[config.mk]
export PLATFORM = sky130hd
export DESIGN_NAME = rv32i_mem_arb
export DESIGN_NICKNAME = d
export VERILOG_FILES = /design/src/rtl/rv32i_mem_arb.sv
export SDC_FILE = /design/constraint.sdc
export NUM_CORES = 1
export LEC_CHECK = 0
export ABC_AREA = 1
export BUFFER_PORTS_ARGS = -buffer_cell sky130_fd_sc_hd__buf_2
export CAP_MARGIN = 10
export CORE_AREA = 2 2 107 109
export DETAILED_ROUTE_END_ITERATION = 6
export DIE_AREA = 0 0 109 111
export PLACE_DENSITY_LB_ADDON = 0.05
export SETUP_SLACK_MARGIN = 0.15
export SYNTH_ARGS = -nofsm -noshare
export SYNTH_HDL_FRONTEND = slang
export SYNTH_SLANG_ARGS = --single-unit
[constraint.sdc]
create_clock -name clk -period 1.12 [get_ports clk]
set_input_delay 0 -clock clk [delete_from_list [all_inputs] [get_ports clk]]
set_output_delay 0 -clock clk [all_outputs]
set_load 0.03 [all_outputs]
[src/rtl/rv32i_mem_arb.sv]
`default_nettype none
// ============================================================================
//  Module   : rv32i_mem_arb
//  Purpose  : Shares one single-port unified instruction/data memory between
//             the core's fetch port (F) and load/store port (D). Round-robin
//             arbitration on conflict, address range checking, and in-order
//             fixed-latency routing of read data back to the requester.
//  Ports    : clk, rst_n (sync, active low), halt
//             F side : f_req, f_addr -> f_ready, f_rsp_valid/data/err
//             D side : d_req, d_wr, d_addr, d_wdata, d_be
//                      -> d_ready, d_rsp_valid/data/err
//             Memory : mem_req, mem_wr, mem_addr, mem_wdata, mem_be <- mem_rdata
//             Status : idle
//  Revision : 1.0  initial release
// ============================================================================
module rv32i_mem_arb #(
    parameter logic [31:0] I_MEM_LSB = 32'h0000_0000,
    parameter logic [31:0] D_MEM_MSB = 32'h0001_FFFF,
    parameter int          RD_LAT    = 1
) (
    input  logic        clk,
    input  logic        rst_n,
    input  logic        halt,
    // fetch port
    input  logic        f_req,
    input  logic [31:0] f_addr,
    output logic        f_ready,
    output logic        f_rsp_valid,
    output logic [31:0] f_rsp_data,
    output logic        f_rsp_err,
    // load/store port
    input  logic        d_req,
    input  logic        d_wr,
    input  logic [31:0] d_addr,
    input  logic [31:0] d_wdata,
    input  logic [3:0]  d_be,
    output logic        d_ready,
    output logic        d_rsp_valid,
    output logic [31:0] d_rsp_data,
    output logic        d_rsp_err,
    // memory macro
    output logic        mem_req,
    output logic        mem_wr,
    output logic [31:0] mem_addr,
    output logic [31:0] mem_wdata,
    output logic [3:0]  mem_be,
    input  logic [31:0] mem_rdata,
    // status
    output logic        idle
);

    localparam logic        c_OWNER_F = 1'b0;
    localparam logic        c_OWNER_D = 1'b1;
    // Offset-based range check: an address below I_MEM_LSB wraps to a huge
    // offset and fails the single unsigned compare.
    localparam logic [31:0] c_SPAN    = D_MEM_MSB - 32'd3 - I_MEM_LSB;

    logic              r_rr_ptr;
    logic [RD_LAT-1:0] r_pv;
    logic [RD_LAT-1:0] r_po;
    logic [RD_LAT-1:0] r_pe;

    logic w_go;
    logic w_grant_f;
    logic w_grant_d;
    logic w_f_legal;
    logic w_d_legal;
    logic w_push;
    logic w_push_own;
    logic w_push_err;
    logic w_head_v;
    logic w_head_o;
    logic w_head_e;

    // ------------------------------------------------------------------
    // Arbitration: combinational, at most one grant per cycle
    // ------------------------------------------------------------------
    assign w_go      = ~halt & rst_n;
    assign w_grant_f = f_req & (~d_req | (r_rr_ptr == c_OWNER_F));
    assign w_grant_d = d_req & (~f_req | (r_rr_ptr == c_OWNER_D));
    assign f_ready   = w_grant_f & w_go;
    assign d_ready   = w_grant_d & w_go;

    assign w_f_legal = ((f_addr - I_MEM_LSB) <= c_SPAN);
    assign w_d_legal = ((d_addr - I_MEM_LSB) <= c_SPAN);

    // Pointer only moves when a conflict is actually resolved into a grant.
    always_ff @(posedge clk) begin
        if (!rst_n) begin
            r_rr_ptr <= c_OWNER_D;
        end else if (f_req & d_req & ~halt) begin
            r_rr_ptr <= ~r_rr_ptr;
        end
    end

    // ------------------------------------------------------------------
    // Memory side
    // ------------------------------------------------------------------
    always_comb begin
        mem_req   = (f_ready & w_f_legal) | (d_ready & w_d_legal);
        mem_wr    = d_ready & d_wr & w_d_legal;
        mem_addr  = 32'h0;
        mem_wdata = 32'h0;
        mem_be    = 4'h0;
        if (f_ready) begin
            mem_addr = f_addr;
            mem_be   = 4'hF;
        end else if (d_ready) begin
            mem_addr = d_addr;
            if (d_wr) begin
                mem_wdata = d_wdata;
                mem_be    = d_be;
            end else begin
                mem_be    = 4'hF;
            end
        end
    end

    // ------------------------------------------------------------------
    // Response pipe: one slot per accepted read or per illegal access.
    // Legal stores are posted and occupy no slot.
    // ------------------------------------------------------------------
    assign w_push     = f_ready | (d_ready & (~d_wr | ~w_d_legal));
    assign w_push_own = d_ready ? c_OWNER_D : c_OWNER_F;
    assign w_push_err = f_ready ? ~w_f_legal : ~w_d_legal;

    generate
        if (RD_LAT == 1) begin : g_pipe_single
            always_ff @(posedge clk) begin
                if (!rst_n) begin
                    r_pv <= '0;
                    r_po <= '0;
                    r_pe <= '0;
                end else begin
                    r_pv <= w_push;
                    r_po <= w_push_own;
                    r_pe <= w_push_err;
                end
            end
        end else begin : g_pipe_shift
            always_ff @(posedge clk) begin
                if (!rst_n) begin
                    r_pv <= '0;
                    r_po <= '0;
                    r_pe <= '0;
                end else begin
                    r_pv <= {r_pv[RD_LAT-2:0], w_push};
                    r_po <= {r_po[RD_LAT-2:0], w_push_own};
                    r_pe <= {r_pe[RD_LAT-2:0], w_push_err};
                end
            end
        end
    endgenerate

    // Gating with rst_n keeps a pending slot from leaking out during the
    // reset cycle itself.
    assign w_head_v = r_pv[RD_LAT-1] & rst_n;
    assign w_head_o = r_po[RD_LAT-1];
    assign w_head_e = r_pe[RD_LAT-1];

    assign f_rsp_valid = w_head_v & (w_head_o == c_OWNER_F);
    assign d_rsp_valid = w_head_v & (w_head_o == c_OWNER_D);
    assign f_rsp_err   = f_rsp_valid & w_head_e;
    assign d_rsp_err   = d_rsp_valid & w_head_e;
    assign f_rsp_data  = (f_rsp_valid & ~w_head_e) ? mem_rdata : 32'h0;
    assign d_rsp_data  = (d_rsp_valid & ~w_head_e) ? mem_rdata : 32'h0;

    assign idle = ~(f_ready | d_ready) & ~((|r_pv) & rst_n);

endmodule
`default_nettype wire
==> impl_metrics.csv <==
group,metric,value,unit
synth,synth_nets,529,
synth,seq_area_frac_synth,4.62,%
worst_hold_path,hold_class,"in2reg",
sta,fin_setup_tns,-35.01,ns
cells_and_area,post-route-cell-area,0.00584,mm^2
detailed_routing,drt-pass1-iter-count,4,
detailed_routing,vias,3507,
cells_and_area,nFillCells,1025,
outcome,failed_checks,"negative setup slack",
sta,period_needed,1.43,ns
sta,fmax,697,MHz
global_routing,grt-ovfl-total,0,
synth,syn_inst,391,
global_routing,grt_pass1_vias,3570,
sta,setup_slack,-0.315,ns
floorplanning,core,0.0111,mm^2
power,finalPower,2210,uW
floorplanning,die_width,109,um
cells_and_area,multiInputGateArea,0.00234,mm^2
floorplanning,boundaryPins,279,
synth,synth_cell_type_count,22,
critical_path,worstPathArrival,1.43,ns
clocking,clockBufferDepth,2,
synth,synth_edf_count,0,
detailed_routing,drc,0,
placed_design,dpl_cell_area,0.00448,mm^2
worst_hold_path,hold_path_depth,2,
critical_path,cp-start-kind,"register",
detailed_routing,ant_nets,0,
critical_path,endpoint_kind,"primary output",
clocking,h-tree-depth,1,
synth,yosysWarnings,0,
synth,yosys.area.top_type,"nand2_1",
critical_path,critPathMaxFanout,8,
critical_path,cp.required,1.12,ns
synth,syn_area_per_cell,4.43,um^2
placed_design,dp_hpwl,8300,um
sta,post-route-period-util,128,%
global_routing,use_met3,3.53,%
floorplanning,start_util,15.6,%
global_routing,grt_max_degree,34,
cells_and_area,regArea,86.3,um^2
clocking,hold_buffers,0,
sta,setup_viol,144,
detailed_routing,drt-initial-drc-count,89,
critical_path,r2r_cells,7,
floorplanning,rows,39,
synth,synth_area_leaders,"nand2_1, nor2_1, inv_1",
clocking,cts.sink_count,4,
placed_design,io_buffers,278,
clocking,cts.reportedPaths.clkPinSlew,0.03,ns
global_routing,grt_pass1_wl,16500,um
clocking,cts_tree,"yes",
sta,rsz0062_at_grt,"yes",
synth,synth_top_cell_area_share,29.7,%
detailed_routing,drt-wirelength-per-cell,12.8,um
power,p_per_area,378,mW/mm^2
sta,tightest_slew,0.295,ns
cells_and_area,nNetsFinal,848,
global_routing,met1_usage,16.6,%
sta,drv_slew,0,
clocking,clkLatencyLatePin,0.22,ns
clocking,cts_made_buffers,3,
synth,synth.most_common_cell,"nand2_1",
synth,synth-main-ff-cell,"dfxtp_1",
power,ir_drop,382,uV
global_routing,grt_antenna_before_repair,0,
sta,maxSlewHeadroom,80.1,%
cells_and_area,num_antenna_cells,0,
cells_and_area,drive_above_1_share,71.5,%
outcome,status,"complete, but fails checks",
synth,synth_async_sr_flop_share,0,%
critical_path,crit_type,"reg2out",
global_routing,grt_use_total,16.8,%
floorplanning,die_h,111,um
synth,ys_ff_latch,4,
detailed_routing,vias_per_cell,4.12,
synth,netlist_top_cells_count,"nand2_1, nor2_1, inv_1",
clocking,cts_root_buf,"clkbuf_16",
placed_design,place_congestion,0.783,
detailed_routing,routed_wl,10900,um
synth,syn-cell-area,0.00173,mm^2
sta,finalHoldViolCount,0,
floorplanning,die_area,0.0121,mm^2
power,p_leak,0.00299,uW
global_routing,grt_busiest_layer,"met2",
global_routing,grtUsageMet2,34.5,%
cells_and_area,area_delta_synth_final,237,%
sta,clock_skew,0.00286,ns
run,maxCapViolations,0,
## area by class of cell
cell class                 instances  share of cell area [%]
multi-input combinational        309                    40.1
timing repair buffer             334                    50.3
inverter                          58                    3.73
tap                              143                    3.06
clock buffer                       4                    1.35
sequential                         4                    1.48
## critical path: stages (launching register included)
cell and delay [ns]:
dfxtp_4 0.35, o211ai_4 0.21, buf_4 0.16, buf_12 0.13
buf_12 0.16, o21ai_4 0.06, buf_6 0.14
## report_power, final
group	leakage (uW)	switching, uW	total [uW]	internal, uW
combinational	0.00292	834	1480	646
clock	0.0000382	99.6	570	470
sequential	0.0000339	7.33	159	151
## registers in the layout, summed over array words and instances, names as in the netlist
register / count
r_pe: 1
r_po: 1
r_pv: 1
r_rr_ptr: 1
## cell usage in the layout, fill, tap and decap left out, types with 2 or more instances in the layout
cell       count
buf_12        13
buf_16         5
buf_2        155
buf_4         28
buf_6        125
buf_8          5
clkbuf_16      6
dfxtp_2        2
inv_1         55
inv_2          3
nand2_1      101
nand2_2        7
nand2_4       31
nand3_1        5
nor2_1        35
nor2_2        25
nor2_4        74
nor3_1         2
nor3_2         2
o21ai_4       16
## layer usage
metal	wire length [um]	vias to the layer above
met4	117	0
met2	6020	171
met3	976	12
met5	0	-
li1	-	1777
met1	3780	1547
## final timing paths
kind | from | to | slack (ns)
min | rst_n | r_rr_ptr | 0.07
max reg2reg | r_rr_ptr | r_pe | -0.12
max | r_rr_ptr | mem_be[2] | -0.31
min reg2reg | r_rr_ptr | r_rr_ptr | 0.65
## repair_timing
item	CTS	global route
cloned	5	3
pin swaps	7	3
resized for setup	269	10
endpoints found under the setup margin	144	144
setup buffers	16	5
## cells by family (layout without fill, tap and decap cells)
logic type | Yosys count | after routing | synth area share, %
simple gates | 288 | 288 | 65.6
buf+inv | 78 | 396 | 21.3
flops | 4 | 4 | 4.62
compound gates | 21 | 21 | 8.45
## through the flow
| step | setup WS (ns) | instances | util [%] | hold WS [ns] |
|---|---|---|---|---|
| after floorplan | -0.0377 | 391 | - | 0.0835 |
| after global placement | -0.0510 | 819 | 40.4 | 0.293 |
| after detailed placement | -0.0607 | 819 | 40.4 | 0.304 |
| after CTS | -0.307 | 844 | 51.5 | 0.0772 |
| after global routing | -0.360 | 852 | 52.8 | 0.0863 |
| final | -0.315 | 852 | 52.8 | 0.0691 |
No activity file was read; power rests on OpenSTA's default activity.
